$ cat src/rtl/vga_frota_pkg.sv
// vga_frota_pkg: shared definitions for the fleet placement controller.
//   - estado_t     : FSM states (IDLE, CHECK, DONE)
//   - erro_t       : result codes (OK, FORA, SOBREPOSTO, INVALIDO)
//   - tamanho_navio: ship id -> ship length
//   - bit-offset constants for the 64-bit renderer position vector
package vga_frota_pkg;

   typedef enum logic [1:0] {
      IDLE  = 2'd0,
      CHECK = 2'd1,
      DONE  = 2'd2
   } estado_t;

   typedef enum logic [1:0] {
      OK         = 2'd0,
      FORA       = 2'd1,
      SOBREPOSTO = 2'd2,
      INVALIDO   = 2'd3
   } erro_t;

   localparam int unsigned LARG_VETOR  = 64;  // bits per ship position vector
   localparam int unsigned PASSO       = 8;   // bits per cell inside the vector
   localparam int unsigned X_OFS       = 3;   // X nibble offset inside a cell
   localparam int unsigned Y_OFS       = 7;   // Y nibble offset inside a cell
   localparam int unsigned MAX_CELULAS = 5;   // longest ship
   localparam int unsigned COORD_MAX   = 8;   // board coordinates are 1..8

   // Ids beyond the table fall back to a length of 2; such ids are
   // rejected as INVALIDO before their length matters.
   function automatic logic [2:0] tamanho_navio(input logic [2:0] id);
      case (id)
         3'd0:       return 3'd2;  // submarino
         3'd1, 3'd2: return 3'd3;  // cruzador, hidroaviao
         3'd3:       return 3'd4;  // encouracado
         3'd4:       return 3'd5;  // porta-avioes
         default:    return 3'd2;
      endcase
   endfunction

endpackage

$ cat src/rtl/vga_frota_empacota.sv
// vga_frota_empacota: combinational cell packing for one ship.
// Ports:
//   x, y     (in)  anchor cell, 1..8
//   horiz    (in)  1 = grow in +X, 0 = grow in +Y
//   tam      (in)  ship length
//   k        (in)  cell currently being examined
//   vetor    (out) packed renderer vector of the whole ship
//   mascara  (out) 64-bit occupancy mask of the whole ship
//   indice   (out) occupancy index (Y-1)*8 + (X-1) of cell k
module vga_frota_empacota
   import vga_frota_pkg::*;
(
   input  logic [3:0]  x,
   input  logic [3:0]  y,
   input  logic        horiz,
   input  logic [2:0]  tam,
   input  logic [2:0]  k,
   output logic [63:0] vetor,
   output logic [63:0] mascara,
   output logic [5:0]  indice
);

   function automatic logic [3:0] cel_x(input logic [3:0] k4);
      return horiz ? x + k4 : x;
   endfunction

   function automatic logic [3:0] cel_y(input logic [3:0] k4);
      return horiz ? y : y + k4;
   endfunction

   function automatic logic [5:0] indice_de(input logic [3:0] cx, input logic [3:0] cy);
      return ({2'b00, cy} - 6'd1) * 6'd8 + ({2'b00, cx} - 6'd1);
   endfunction

   always_comb begin
      vetor   = '0;
      mascara = '0;
      for (int unsigned c = 0; c < MAX_CELULAS; c++) begin
         if (c < 32'(tam)) begin
            vetor[c*PASSO + X_OFS +: 4]              = cel_x(4'(c));
            vetor[c*PASSO + Y_OFS +: 4]              = cel_y(4'(c));
            mascara[indice_de(cel_x(4'(c)), cel_y(4'(c)))] = 1'b1;
         end
      end
   end

   assign indice = indice_de(cel_x({1'b0, k}), cel_y({1'b0, k}));

endmodule

$ cat src/rtl/vga_frota_controlador.sv
// vga_frota_controlador: accepts ship placement requests, checks bounds and
// overlap cell by cell, commits accepted ships and publishes their packed
// position vectors to the renderer.
// Ports:
//   clk, reset_n              clock, asynchronous active-low reset
//   req_valid / req_ready     placement request handshake
//   req_id, req_x, req_y,
//   req_horiz                 ship id, anchor cell, growth direction
//   resp_valid, resp_err      one-cycle result pulse and result code
//   clear                     synchronous fleet wipe (highest priority)
//   frame_start               start-of-vertical-blanking pulse
//   posicoes                  NAVIOS x 64-bit renderer position vectors
// Build option: VGA_FROTA_SYNC_QUADRO_EN -- when defined, posicoes only
// reloads from the shadow registers on frame_start; otherwise every cycle.
module vga_frota_controlador
   import vga_frota_pkg::*;
#(
   parameter int unsigned NAVIOS = 5
) (
   input  logic                         clk,
   input  logic                         reset_n,
   input  logic                         req_valid,
   output logic                         req_ready,
   input  logic [2:0]                   req_id,
   input  logic [3:0]                   req_x,
   input  logic [3:0]                   req_y,
   input  logic                         req_horiz,
   output logic                         resp_valid,
   output logic [1:0]                   resp_err,
   input  logic                         clear,
   input  logic                         frame_start,
   output logic [NAVIOS*LARG_VETOR-1:0] posicoes
);

   estado_t                      estado;
   logic [2:0]                   id_r;
   logic [3:0]                   x_r;
   logic [3:0]                   y_r;
   logic                         horiz_r;
   logic [2:0]                   k_r;
   logic [2:0]                   tam_r;
   logic [63:0]                  ocupacao;
   logic [7:0]                   colocado;
   logic [NAVIOS*LARG_VETOR-1:0] sombra;

   logic [63:0] vetor;
   logic [63:0] mascara;
   logic [5:0]  indice;

   logic [2:0] tam_req;
   logic [4:0] fim;
   logic       invalido;
   logic       fora;

   assign tam_r     = tamanho_navio(id_r);
   assign req_ready = reset_n && (estado == IDLE) && !clear;

   vga_frota_empacota u_empacota (
      .x       (x_r),
      .y       (y_r),
      .horiz   (horiz_r),
      .tam     (tam_r),
      .k       (k_r),
      .vetor   (vetor),
      .mascara (mascara),
      .indice  (indice)
   );

   // Capture-time classification of the incoming request.
   always_comb begin
      tam_req  = tamanho_navio(req_id);
      invalido = (32'(req_id) >= NAVIOS) || colocado[req_id];
      fim      = (req_horiz ? {1'b0, req_x} : {1'b0, req_y}) + {2'b00, tam_req} - 5'd1;
      fora     = (req_x == '0) || (req_y == '0) ||
                 (req_x > 4'(COORD_MAX)) || (req_y > 4'(COORD_MAX)) ||
                 (fim > 5'(COORD_MAX));
   end

   always_ff @(posedge clk or negedge reset_n) begin
      if (!reset_n) begin
         estado     <= IDLE;
         resp_valid <= 1'b0;
         resp_err   <= '0;
         id_r       <= '0;
         x_r        <= '0;
         y_r        <= '0;
         horiz_r    <= 1'b0;
         k_r        <= '0;
         ocupacao   <= '0;
         colocado   <= '0;
         sombra     <= '0;
      end else if (clear) begin
         estado     <= IDLE;
         resp_valid <= 1'b0;
         k_r        <= '0;
         ocupacao   <= '0;
         colocado   <= '0;
         sombra     <= '0;
      end else begin
         resp_valid <= 1'b0;
         unique case (estado)
            IDLE: begin
               // req_ready is implied here: reset released, clear low, IDLE.
               if (req_valid) begin
                  id_r    <= req_id;
                  x_r     <= req_x;
                  y_r     <= req_y;
                  horiz_r <= req_horiz;
                  k_r     <= '0;
                  if (invalido) begin
                     estado     <= DONE;
                     resp_valid <= 1'b1;
                     resp_err   <= INVALIDO;
                  end else if (fora) begin
                     estado     <= DONE;
                     resp_valid <= 1'b1;
                     resp_err   <= FORA;
                  end else begin
                     estado <= CHECK;
                  end
               end
            end
            CHECK: begin
               if (ocupacao[indice]) begin
                  estado     <= DONE;
                  resp_valid <= 1'b1;
                  resp_err   <= SOBREPOSTO;
               end else if (k_r == tam_r - 3'd1) begin
                  // Commit lands on the same edge that enters DONE.
                  estado     <= DONE;
                  resp_valid <= 1'b1;
                  resp_err   <= OK;
                  ocupacao   <= ocupacao | mascara;
                  colocado[id_r] <= 1'b1;
                  sombra[32'(id_r)*LARG_VETOR +: LARG_VETOR] <= vetor;
               end else begin
                  k_r <= k_r + 3'd1;
               end
            end
            DONE: estado <= IDLE;
            default: estado <= IDLE;
         endcase
      end
   end

`ifdef VGA_FROTA_SYNC_QUADRO_EN
   // Non-blocking load picks the pre-commit shadow when a commit coincides.
   always_ff @(posedge clk or negedge reset_n) begin
      if (!reset_n)         posicoes <= '0;
      else if (frame_start) posicoes <= sombra;
   end
`else
   logic unused_frame_start;
   assign unused_frame_start = frame_start;

   always_ff @(posedge clk or negedge reset_n) begin
      if (!reset_n) posicoes <= '0;
      else          posicoes <= sombra;
   end
`endif

endmodule

$ cat config.mk
export PLATFORM = sky130hd
export DESIGN_NAME = vga_frota_controlador
export DESIGN_NICKNAME = d
export VERILOG_FILES = /design/src/rtl/vga_frota_pkg.sv /design/src/rtl/vga_frota_empacota.sv /design/src/rtl/vga_frota_controlador.sv
export SDC_FILE = /design/constraint.sdc
export NUM_CORES = 1
export LEC_CHECK = 0
export ABC_AREA = 1
export BUFFER_PORTS_ARGS = -buffer_cell sky130_fd_sc_hd__clkbuf_2
export CORE_UTILIZATION = 25
export CTS_BUF_LIST = sky130_fd_sc_hd__clkbuf_4 sky130_fd_sc_hd__clkbuf_8
export CTS_CLUSTER_DIAMETER = 60
export DETAILED_ROUTE_END_ITERATION = 6
export GPL_TIMING_DRIVEN = 0
export PLACE_DENSITY = 0.52
export SYNTH_ARGS = -nofsm -noshare
export SYNTH_HDL_FRONTEND = slang
export SYNTH_SLANG_ARGS = --single-unit
$ cat constraint.sdc
create_clock -name clk -period 5.1 [get_ports clk]
set_input_delay 0.51 -clock clk [delete_from_list [all_inputs] [get_ports clk]]
set_output_delay 0.51 -clock clk [all_outputs]
set_load 0.01 [all_outputs]
==> run_results.csv, run 1 <==
group,metric,value,unit
synth,ys_top_cells_by_area,"dfrtp_1 49%, nand2_1 11%, nand3_1 11%",
routing,drt_pass1_iterations,6,
floorplan,die_area,102000,um^2
layout,drive_gt1_share,17.7,%
timing,finalHoldViolations,0,
clock_network,post-cts-setup-buffers,0,
min_path,min-delay-start,"req_y[1]",
power_and_ir_drop,leakage,16.1,nW
floorplan,ios,341,
setup_path,critPathKind,"register to register",
synth,yosysTopAreaCell,"dfrtp_1",
layout,final_cell_mix,"764 x nand2_1, 565 x nand3_1, 488 x dfrtp_1",
layout,area_growth,20.9,%
place,gp_congestion,0.986,
clock_network,cts_tree,"yes",
timing,relSlewSlack,19.2,%
setup_path,required,5.71,ns
setup_path,crit_arrival,5.53,ns
routing,viasPerCell,4.79,
routing,vias,23300,
job,cap_violations,0,
timing,fin_crit,4.91,ns
timing,rsz0062_at_grt,"no",
global_routing,grt_max_degree,116,
routing,first_iter_violations,2538,
setup_path,setup.worst_path.end_class,"register",
timing,worst_slack,0.186,ns
clock_network,cts_made_buffers,83,
synth,avgSynthCellArea,8.17,um^2
timing,fin_crit_sh,96.4,%
timing,fin_setup_tns,0,ns
synth,syn_inst,3072,
layout,layout.cells.most_common,"nand2_1",
timing,tightest_slew,1.21,ns
min_path,hold_path_class,"primary input to register",
clock_network,clockRootBuffer,"clkbuf_8",
global_routing,grt.total_usage,18.8,%
routing,wirelength,97.8,mm
min_path,holdPathStages,3,
timing,fmaxAchievable,203,MHz
timing,skew,0.0517,ns
floorplan,start_util,25.4,%
global_routing,globalRouteOverflowTotal,0,
outcome,status,"finished, final reports clean",
synth,yosysSeqAreaShare,48.7,%
synth,synth_seq_cells,489,
timing,slew_violations,0,
routing,postRouteAntennaNets,0,
setup_path,rrSetupSlack,0.19,ns
setup_path,rr_worst_depth,23,
power_and_ir_drop,irDropWorstVdd,0.294,mV
synth,synth_cell_types,46,
min_path,holdPathEnd,"y_r[1]$_DFFE_PN0P_",
layout,num_antenna_cells,0,
place,port_buffers,218,
setup_path,cp_max_fo,10,
power_and_ir_drop,powerDensity,469,nW/um^2
setup_path,r2r_start,"x_r[0]$_DFFE_PN0P_",
routing,wire_per_inst,20.2,um
place,placed_area,28400,um^2
synth,yosys_warnings,0,
place,dp_slack,-0.597,ns
clock_network,cts.clk_slew.worst_paths,0.06,ns
floorplan,fp.dieH,319,um
clock_network,cts-htree-levels,3,
layout,nFillCells,10600,
floorplan,fp.dieW,319,um
clock_network,clock-sinks,489,
routing,drc,0,
clock_network,clk_path_buf_depth,3,
setup_path,rr_endpoint,"ocupacao[59]$_DFFE_PN0P_",
clock_network,clk_latency,0.72,ns
global_routing,antenna_found_initial,1,
synth,netlist_area,25100,um^2
global_routing,grt_first_pass_wirelength,145,mm
timing,whs,0.123,ns
global_routing,grt_pass1_vias,22400,
place,dp_hpwl,73.8,mm
layout,nets,3567,
floorplan,rows,115,
synth,synth_top_area_share,48.7,%
power_and_ir_drop,report.power.total,0.0142,W
setup_path,cp-start-kind,"register",
floorplan,core,99000,um^2
timing,setup_viol,0,
layout,design_area,30400,um^2
## routing by layer
layer	vias to the layer above	wire (um)	global-route usage, %
met5	-	13	0
met1	11100	41100	24.3
met4	2	4950	9.54
li1	10900	-	-
met3	222	6540	3.01
met2	1012	45200	30.4
## worst max path at each step
stage | from | to | slack (ns) | cells past startpoint
finish | x_r[0]$_DFFE_PN0P_ | ocupacao[59]$_DFFE_PN0P_ | 0.19 | 23
global route | y_r[1]$_DFFE_PN0P_ | ocupacao[17]$_DFFE_PN0P_ | 0.03 | 13
CTS | x_r[1]$_DFFE_PN0P_ | sombra[275]$_DFFE_PN0P_ | 0.02 | 23
detailed placement | x_r[1]$_DFFE_PN0P_ | sombra[297]$_DFFE_PN0P_ | -0.60 | 21
global placement | reset_n | ocupacao[45]$_DFFE_PN0P_ | -7.96 | 1
floorplan | x_r[1]$_DFFE_PN0P_ | sombra[23]$_DFFE_PN0P_ | 1.26 | 25
## flip-flops by register name, indices dropped and copies added, names as in the netlist
register / count
horiz_r: 1
resp_err: 2
posicoes: 200
k_r: 3
resp_valid: 1
estado: 2
x_r: 4
id_r: 3
ocupacao: 64
colocado: 5
sombra: 200
y_r: 4
## synth_stat cells, drive strengths merged
| library cell | count |
|---|---|
| nand2 | 774 |
| nand3 | 572 |
| dfrtp | 489 |
| nor2 | 265 |
| buf | 243 |
| nand4 | 238 |
| inv | 150 |
| clkbuf | 76 |
| nand3b | 64 |
| nor3 | 54 |
| ha | 43 |
| o21ai | 28 |
| xor2 | 16 |
| a21oi | 9 |
| fa | 9 |
| xnor2 | 9 |
| clkinv | 7 |
| nor4 | 6 |
| or2 | 4 |
| o21bai | 3 |
| o211ai | 2 |
| o31ai | 2 |
| a31o | 1 |
| a31oi | 1 |
| and2 | 1 |
| and3 | 1 |
| conb | 1 |
| o2111ai | 1 |
| o21a | 1 |
| o221ai | 1 |
| o22ai | 1 |
## stage by stage
stage                     utilization (%)  std cells
after floorplan                         -       3191
after global placement               28.5       4696
after detailed placement             28.7       4700
after CTS                            30.7       4852
after global routing                 30.7       4851
final                                30.7       4851
## cells by family after synthesis
family	synth area share, %
adder cells (fa/ha/maj)	2.86
XOR/XNOR	0.902
flip-flops	48.7
other	0.0149
AO/OA/AOI/OAI	1.13
AND/OR/NAND/NOR	36.7
buffers and inverters	9.71
## critical path, cell delays in order (launching register included)
cell      delay [ns]
dfrtp_1         0.59
ha_1            0.35
inv_1           0.06
nand2_1         0.07
nand2_2         0.28
buf_4           0.29
ha_1            0.25
buf_2           0.22
inv_1           0.38
clkbuf_2        0.42
nand3_1         0.13
nand2_1         0.07
nand2_1         0.06
nand2_1         0.10
nand2_1         0.06
nand3_1         0.10
nand3_1         0.26
nand2_2         0.23
nand2_4         0.10
inv_2           0.11
buf_6           0.22
buf_6           0.23
nand3_1         0.10
nand2_1         0.09
## power breakdown
part           switching, W  total (W)  internal, W
Sequential        0.0000728    0.00400      0.00392
Clock               0.00169    0.00404      0.00235
Combinational       0.00485    0.00620      0.00135
## layout make-up
class | count | area, um^2 | share of cell area, %
clock buffers | 122 | 1600 | 5.26
multi-input cells | 2226 | 10900 | 35.9
well taps | 1287 | 1610 | 5.30
plain buffers | 318 | 1850 | 6.08
inverters | 157 | 598 | 1.97
clock inverters | 29 | 357 | 1.17
repair buffers | 223 | 1220 | 4.02
flip-flops and latches | 489 | 12200 | 40.3
## repair_timing
action,4_1_cts,5_1_grt
hold buffers,1,0
endpoints found under the setup margin,277,253
endpoints found under the hold margin,101,0
cloned,0,0
gates resized for setup,5,6
Power figures use the tool's default switching activity.
==> run 2: changes to the inputs <==
--- a/config.mk
+++ b/config.mk
@@ -11,7 +11,7 @@
 export CTS_BUF_LIST = sky130_fd_sc_hd__clkbuf_4 sky130_fd_sc_hd__clkbuf_8
 export CTS_CLUSTER_DIAMETER = 60
 export DETAILED_ROUTE_END_ITERATION = 6
-export GPL_TIMING_DRIVEN = 0
+export GPL_TIMING_DRIVEN = 1
 export PLACE_DENSITY = 0.52
 export SYNTH_ARGS = -nofsm -noshare
 export SYNTH_HDL_FRONTEND = slang
==> constraint.sdc (replaced) <==
create_clock -name clk -period 5.1 [get_ports clk]
set_input_delay 1.02 -clock clk [delete_from_list [all_inputs] [get_ports clk]]
set_output_delay 1.02 -clock clk [all_outputs]
set_load 0.01 [all_outputs]
==> run 2 against run 1 <==
  * Total power is 2.2% higher
  * Combinational power grew 5.8%
  * Largest power group unchanged
  * Critical endpoint is now sombra[147]$_DFFE_PN0P_
  * Hold slack better by 0.20 ns
  * Largest cell class unchanged
  * Critical path type unchanged
  * Sequential power is essentially flat
  * Fmax increased by 9.5%
==> run_results.csv, run 2 (synthesis results as in run 1) <==
group,metric,value,unit
floorplan,fp.dieH,319,um
clock_network,clk_latency,0.72,ns
place,dp.cells,4507,
power_and_ir_drop,leakage,15.6,nW
setup_path,cpMaxStageDelayCell,"dfrtp_1",
power_and_ir_drop,irDropWorstVdd,0.426,mV
timing,fmaxAchievable,223,MHz
timing,relSlewSlack,19.0,%
setup_path,setup.worst_path.end_class,"register",
clock_network,post-cts-setup-buffers,0,
setup_path,critPathKind,"register to register",
clock_network,cts_hold_buf,0,
place,dp_hpwl,63.7,mm
timing,tightest_slew,1.21,ns
setup_path,r2r_start,"k_r[0]$_DFFE_PN0P_",
outcome,status,"finished, final reports clean",
global_routing,antenna_found_initial,1,
floorplan,rows,115,
layout,nets,3374,
layout,nFillCells,10600,
routing,wirelength,91.0,mm
routing,viasPerCell,4.81,
place,port_buffers,219,
timing,rsz0062_at_grt,"no",
timing,fin_setup_tns,0,ns
clock_network,cts.clk_slew.worst_paths,0.06,ns
routing,first_iter_violations,2362,
routing,wire_per_inst,19.5,um
layout,postLayoutCoreUtil,29.9,%
layout,layout.cells.most_common,"nand2_1",
timing,worst_slack,0.611,ns
floorplan,fp.dieW,319,um
timing,slew_violations,0,
power_and_ir_drop,powerDensity,492,nW/um^2
global_routing,grt_pass1_vias,21500,
layout,instances_no_fill,4659,
min_path,hold_path_class,"primary input to asynchronous set/reset pin",
clock_network,clk_path_buf_depth,3,
timing,setup_viol,0,
global_routing,grt.total_usage,17.6,%
place,dp_slack,0.677,ns
setup_path,slowest_delay,0.48,ns
setup_path,required,5.72,ns
timing,skew,0.0516,ns
setup_path,cp-start-kind,"register",
floorplan,core,99000,um^2
clock_network,cts_tree,"yes",
clock_network,cts_made_buffers,83,
global_routing,grt_first_pass_wirelength,137,mm
floorplan,ios,341,
layout,final_cell_mix,"764 x nand2_1, 565 x nand3_1, 489 x dfrtp_1",
timing,finalHoldViolations,0,
setup_path,critPathMostFrequentCell,"nand2_1",
global_routing,globalRouteOverflowTotal,0,
layout,reg.largest.list,"posicoes x200, sombra x200, ocupacao x64",
timing,fin_crit_sh,88.0,%
clock_network,clockRootBuffer,"clkbuf_8",
floorplan,die_area,102000,um^2
routing,drt_pass1_iterations,5,
power_and_ir_drop,report.power.total,0.0145,W
timing,fin_crit,4.49,ns
global_routing,grt_max_degree,159,
routing,drc,0,
place,gp_congestion,0.950,
clock_network,clock-sinks,489,
clock_network,post_cts_resized,0,
clock_network,cts-htree-levels,3,
routing,postRouteAntennaNets,0,
setup_path,cp-startpoint,"k_r[0]$_DFFE_PN0P_",
setup_path,cp_max_fo,69,
floorplan,start_util,25.4,%
layout,drive_gt1_share,16.2,%
setup_path,crit_arrival,5.11,ns
layout,area_growth,17.8,%
job,cap_violations,0,
routing,vias,22400,
-- run 2: changes by cell type in the layout (fill, tap and decap cells not counted), sizes merged --
cell / previous run / this run
inv: 156 / 152
dlygate4sd3: 1 / 0
clkinvlp: 3 / 2
buf: 247 / 130
diode: 0 / 1
bufinv: 6 / 7
clkbuf: 415 / 345
clkinv: 21 / 20
-- run 2: worst paths after layout --
| kind | slack (ns) | depth (start not counted) | end |
|---|---|---|---|
| max in group asynchronous | 3.28 | 2 | ocupacao[40]$_DFFE_PN0P_ |
| worst max-delay path | 0.61 | 25 | sombra[147]$_DFFE_PN0P_ |
| min in group clk | 0.36 | 0 | posicoes[142]$_DFF_PN0_ |
| worst min register to register | 0.36 | 0 | posicoes[142]$_DFF_PN0_ |
| worst min-delay path | 0.32 | 1 | sombra[277]$_DFFE_PN0P_ |
| worst max register to register | 0.61 | 25 | sombra[147]$_DFFE_PN0P_ |
-- run 2: report_power, final --
group	switching, W	total, W	internal (W)
clock network	0.00167	0.00400	0.00233
registers	0.0000650	0.00399	0.00392
logic	0.00495	0.00656	0.00161
total	0.00669	0.0145	0.00786
-- run 2: metal layers --
metal	GRT usage, %	wire, um	vias up
li1	-	-	10500
met5	0	0	-
met2	28.5	42800	882
met4	8.34	3980	0
met3	2.55	5270	165
met1	23.0	38900	10800
-- run 2: critical path: cells and delay by family (launching register included) --
kind	cells	cell delay, ns
DFF	1	0.48
adders and majority gates	4	1.18
and+or+nand+nor	14	1.69
xor gates and xnor gates	2	0.34
buffers and inverters	5	0.58
-- run 2: layout make-up --
type                    count  area [um^2]  area share, %
diodes                      1         2.50        0.00846
clock buffers             127         1570           5.30
clock inverters            24          335           1.13
inverters                 157          599           2.03
multi-input cells        2226        10900           36.9
flip-flops and latches    489        12200           41.4
well taps                1287         1610           5.45
repair buffers            348         2300           7.78
-- run 2: metrics by stage --
stage | hold slack (ns) | cell area, um^2
global placement | 0.357 | 27700
floorplan | 0.354 | 25600
global route | 0.358 | 29600
finish | 0.323 | 29600
CTS | 0.300 | 29600
detailed placement | 0.362 | 27700
==> run 3: changes to the inputs <==
--- a/config.mk
+++ b/config.mk
@@ -12,7 +12,7 @@
 export CTS_CLUSTER_DIAMETER = 60
 export DETAILED_ROUTE_END_ITERATION = 6
 export GPL_TIMING_DRIVEN = 1
-export PLACE_DENSITY = 0.52
+export PLACE_DENSITY = 0.54
 export SYNTH_ARGS = -nofsm -noshare
 export SYNTH_HDL_FRONTEND = slang
 export SYNTH_SLANG_ARGS = --single-unit
==> constraint.sdc (replaced) <==
create_clock -name clk -period 3.9 [get_ports clk]
set_input_delay 0.78 -clock clk [delete_from_list [all_inputs] [get_ports clk]]
set_output_delay 0.78 -clock clk [all_outputs]
set_load 0.01 [all_outputs]
==> run 3 against run 2 <==
  * Sequential share of layout area fell by 2.0 points
  * Flip-flop and latch count did not move
  * Clock skew fell by 0.0049 ns
  * Register-to-register slack got worse by 0.59 ns
  * Global-route usage barely moved
  * Non-clock buffer count rose by 81
  * Largest cell class unchanged
  * Highest routed layer unchanged
==> run_results.csv, run 3 (synthesis results as in run 1) <==
group,metric,value,unit
routing,drc,0,
power_and_ir_drop,powerDensity,644,nW/um^2
global_routing,grt_first_pass_wirelength,138,mm
floorplan,ios,341,
layout,drive_gt1_share,19.8,%
timing,slew_violations,0,
setup_path,cp_max_fo,21,
timing,finalHoldViolations,0,
timing,whs,0.365,ns
floorplan,die_area,102000,um^2
place,gp_congestion,0.960,
global_routing,globalRouteOverflowTotal,0,
routing,wire_per_inst,19.8,um
min_path,hold_path_class,"primary input to register",
setup_path,setup.worst_path.end_class,"register",
power_and_ir_drop,p_sw,0.00902,W
place,dp_slack,-0.118,ns
clock_network,cts.clk_slew.worst_paths,0.06,ns
power_and_ir_drop,combinationalPowerShare,48.2,%
timing,skew,0.0467,ns
power_and_ir_drop,irDropWorstVdd,0.617,mV
routing,viasPerCell,4.87,
routing,wirelength,93.8,mm
setup_path,crit_arrival,4.53,ns
routing,vias,23100,
floorplan,fp.dieH,319,um
global_routing,grt.total_usage,17.6,%
global_routing,antenna_found_initial,1,
power_and_ir_drop,leakage,16.3,nW
place,dp.cells,4561,
timing,fin_crit,3.88,ns
timing,tightest_slew,1.00,ns
floorplan,start_util,25.4,%
clock_network,cts_tree,"yes",
timing,worst_slack,0.0200,ns
power_and_ir_drop,seqPwrFrac,26.0,%
layout,layout.cells.most_common,"nand2_1",
layout,reg.largest.list,"posicoes x200, sombra x200, ocupacao x64",
power_and_ir_drop,report.power.total,0.0200,W
job,cap_violations,0,
layout,final_cell_mix,"751 x nand2_1, 531 x nand3_1, 488 x dfrtp_1",
timing,fin_crit_sh,99.5,%
timing,rsz0062_at_grt,"yes",
global_routing,grt_max_degree,159,
layout,nets,3454,
place,dp_hpwl,64.1,mm
clock_network,clk_path_buf_depth,3,
layout,area_growth,23.9,%
clock_network,clock-sinks,489,
timing,fmaxAchievable,258,MHz
global_routing,grt_pass1_vias,21600,
routing,drt_pass1_iterations,5,
setup_path,cp-start-kind,"register",
timing,setup_viol,0,
power_and_ir_drop,swShare,45.0,%
clock_network,cts-htree-levels,3,
clock_network,clk_latency,0.73,ns
clock_network,clockRootBuffer,"clkbuf_8",
power_and_ir_drop,internal_power,0.0110,W
layout,nFillCells,10400,
routing,first_iter_violations,2039,
setup_path,required,4.55,ns
clock_network,cts_made_buffers,82,
floorplan,core,99000,um^2
power_and_ir_drop,p_clk_share,25.8,%
layout,instances_no_fill,4737,
timing,relSlewSlack,33.2,%
place,port_buffers,219,
routing,postRouteAntennaNets,0,
setup_path,critPathKind,"register to register",
floorplan,fp.dieW,319,um
floorplan,rows,115,
outcome,status,"finished, final reports clean",
[run 3: cell types whose count changed in the layout (fill, tap and decap cells not counted), sizes merged]
cell,delta
buf,+67
dlygate4sd3,+1
bufinv,-3
inv,+5
clkinv,-3
clkinvlp,-1
bufbuf,+1
clkbuf,+11
[run 3: final timing paths]
kind / from / endpoint / slack, ns / depth (start not counted)
setup / recovery: x_r[0]$_DFFE_PN0P_ / sombra[97]$_DFFE_PN0P_ / 0.02 / 26
hold reg to reg: sombra[96]$_DFFE_PN0P_ / posicoes[96]$_DFF_PN0_ / 0.37 / 0
hold / removal: req_y[3] / y_r[3]$_DFFE_PN0P_ / 0.37 / 3
min in group asynchronous: reset_n / posicoes[277]$_DFF_PN0_ / 0.58 / 2
setup reg to reg: x_r[0]$_DFFE_PN0P_ / sombra[97]$_DFFE_PN0P_ / 0.02 / 26
max in group asynchronous: reset_n / posicoes[6]$_DFF_PN0_ / 1.96 / 3
[run 3: through the flow]
step                      instance area, um^2   TNS [ns]  util [%]
after floorplan                         25600          0         -
after global placement                  28300      -9.70      28.6
after detailed placement                28300     -13.62      28.6
after CTS                               30400  -0.000445      30.7
after global routing                    31100     -36.16      31.4
final                                   31100          0      31.4
[run 3: metal layers]
layer	vias to the layer above	GRT usage, %	part of all wire, %
li1	10700	-	-
met1	11200	23.0	42
met2	962	28.7	48
met3	186	2.51	5.9
met4	0	7.67	4.5
met5	-	0	0
[run 3: layout make-up]
class,count,area (um^2),area share (%)
Clock buffer,126,1620,5.21
Sequential cell,489,12200,39.3
Inverter,157,616,1.98
Antenna cell,1,2.50,0.00804
Timing Repair Buffer,429,3560,11.4
Tap cell,1287,1610,5.18
Clock inverter,22,263,0.844
Multi-Input combinational cell,2226,11200,36.0
[run 3: power groups by stage]
| stage | Sequential, W | Combinational, W | Clock [W] |
|---|---|---|---|
| floorplan | 0.00528 | 0.00496 | 0 |
| global placement | 0.00530 | 0.00876 | 0 |
| detailed placement | 0.00530 | 0.00877 | 0 |
| CTS | 0.00521 | 0.00887 | 0.00530 |
| global route | 0.00521 | 0.0101 | 0.00552 |
| finish | 0.00521 | 0.00965 | 0.00518 |
[run 3: critical path, stage by stage, from the launching register on]
cell     delay (ns)
dfrtp_1        0.36
ha_2           0.19
inv_1          0.05
fa_1           0.48
nor2_1         0.05
nor2_2         0.12
nand3_1        0.10
xor2_1         0.16
inv_1          0.06
ha_1           0.13
inv_1          0.05
fa_2           0.34
xor2_2         0.16
or2_4          0.24
nand2_2        0.06
nand2_2        0.06
nand2_1        0.05
nand2_1        0.06
nand2_2        0.09
nand3_2        0.11
nand2_4        0.14
nand2_8        0.13
buf_12         0.18
nor2_4         0.10
buf_12         0.17
nand2_1        0.06
nand2_1        0.09
[run 3: what timing repair did]
item / CTS / global route
gates resized for setup: 16 / 84
gates cloned: 3 / 15
hold buffers: 1 / 0
pin swaps: 3 / 36
buffers inserted: 2 / 8
endpoints found under the hold margin: 44 / 0
endpoints found under the setup margin: 267 / 275
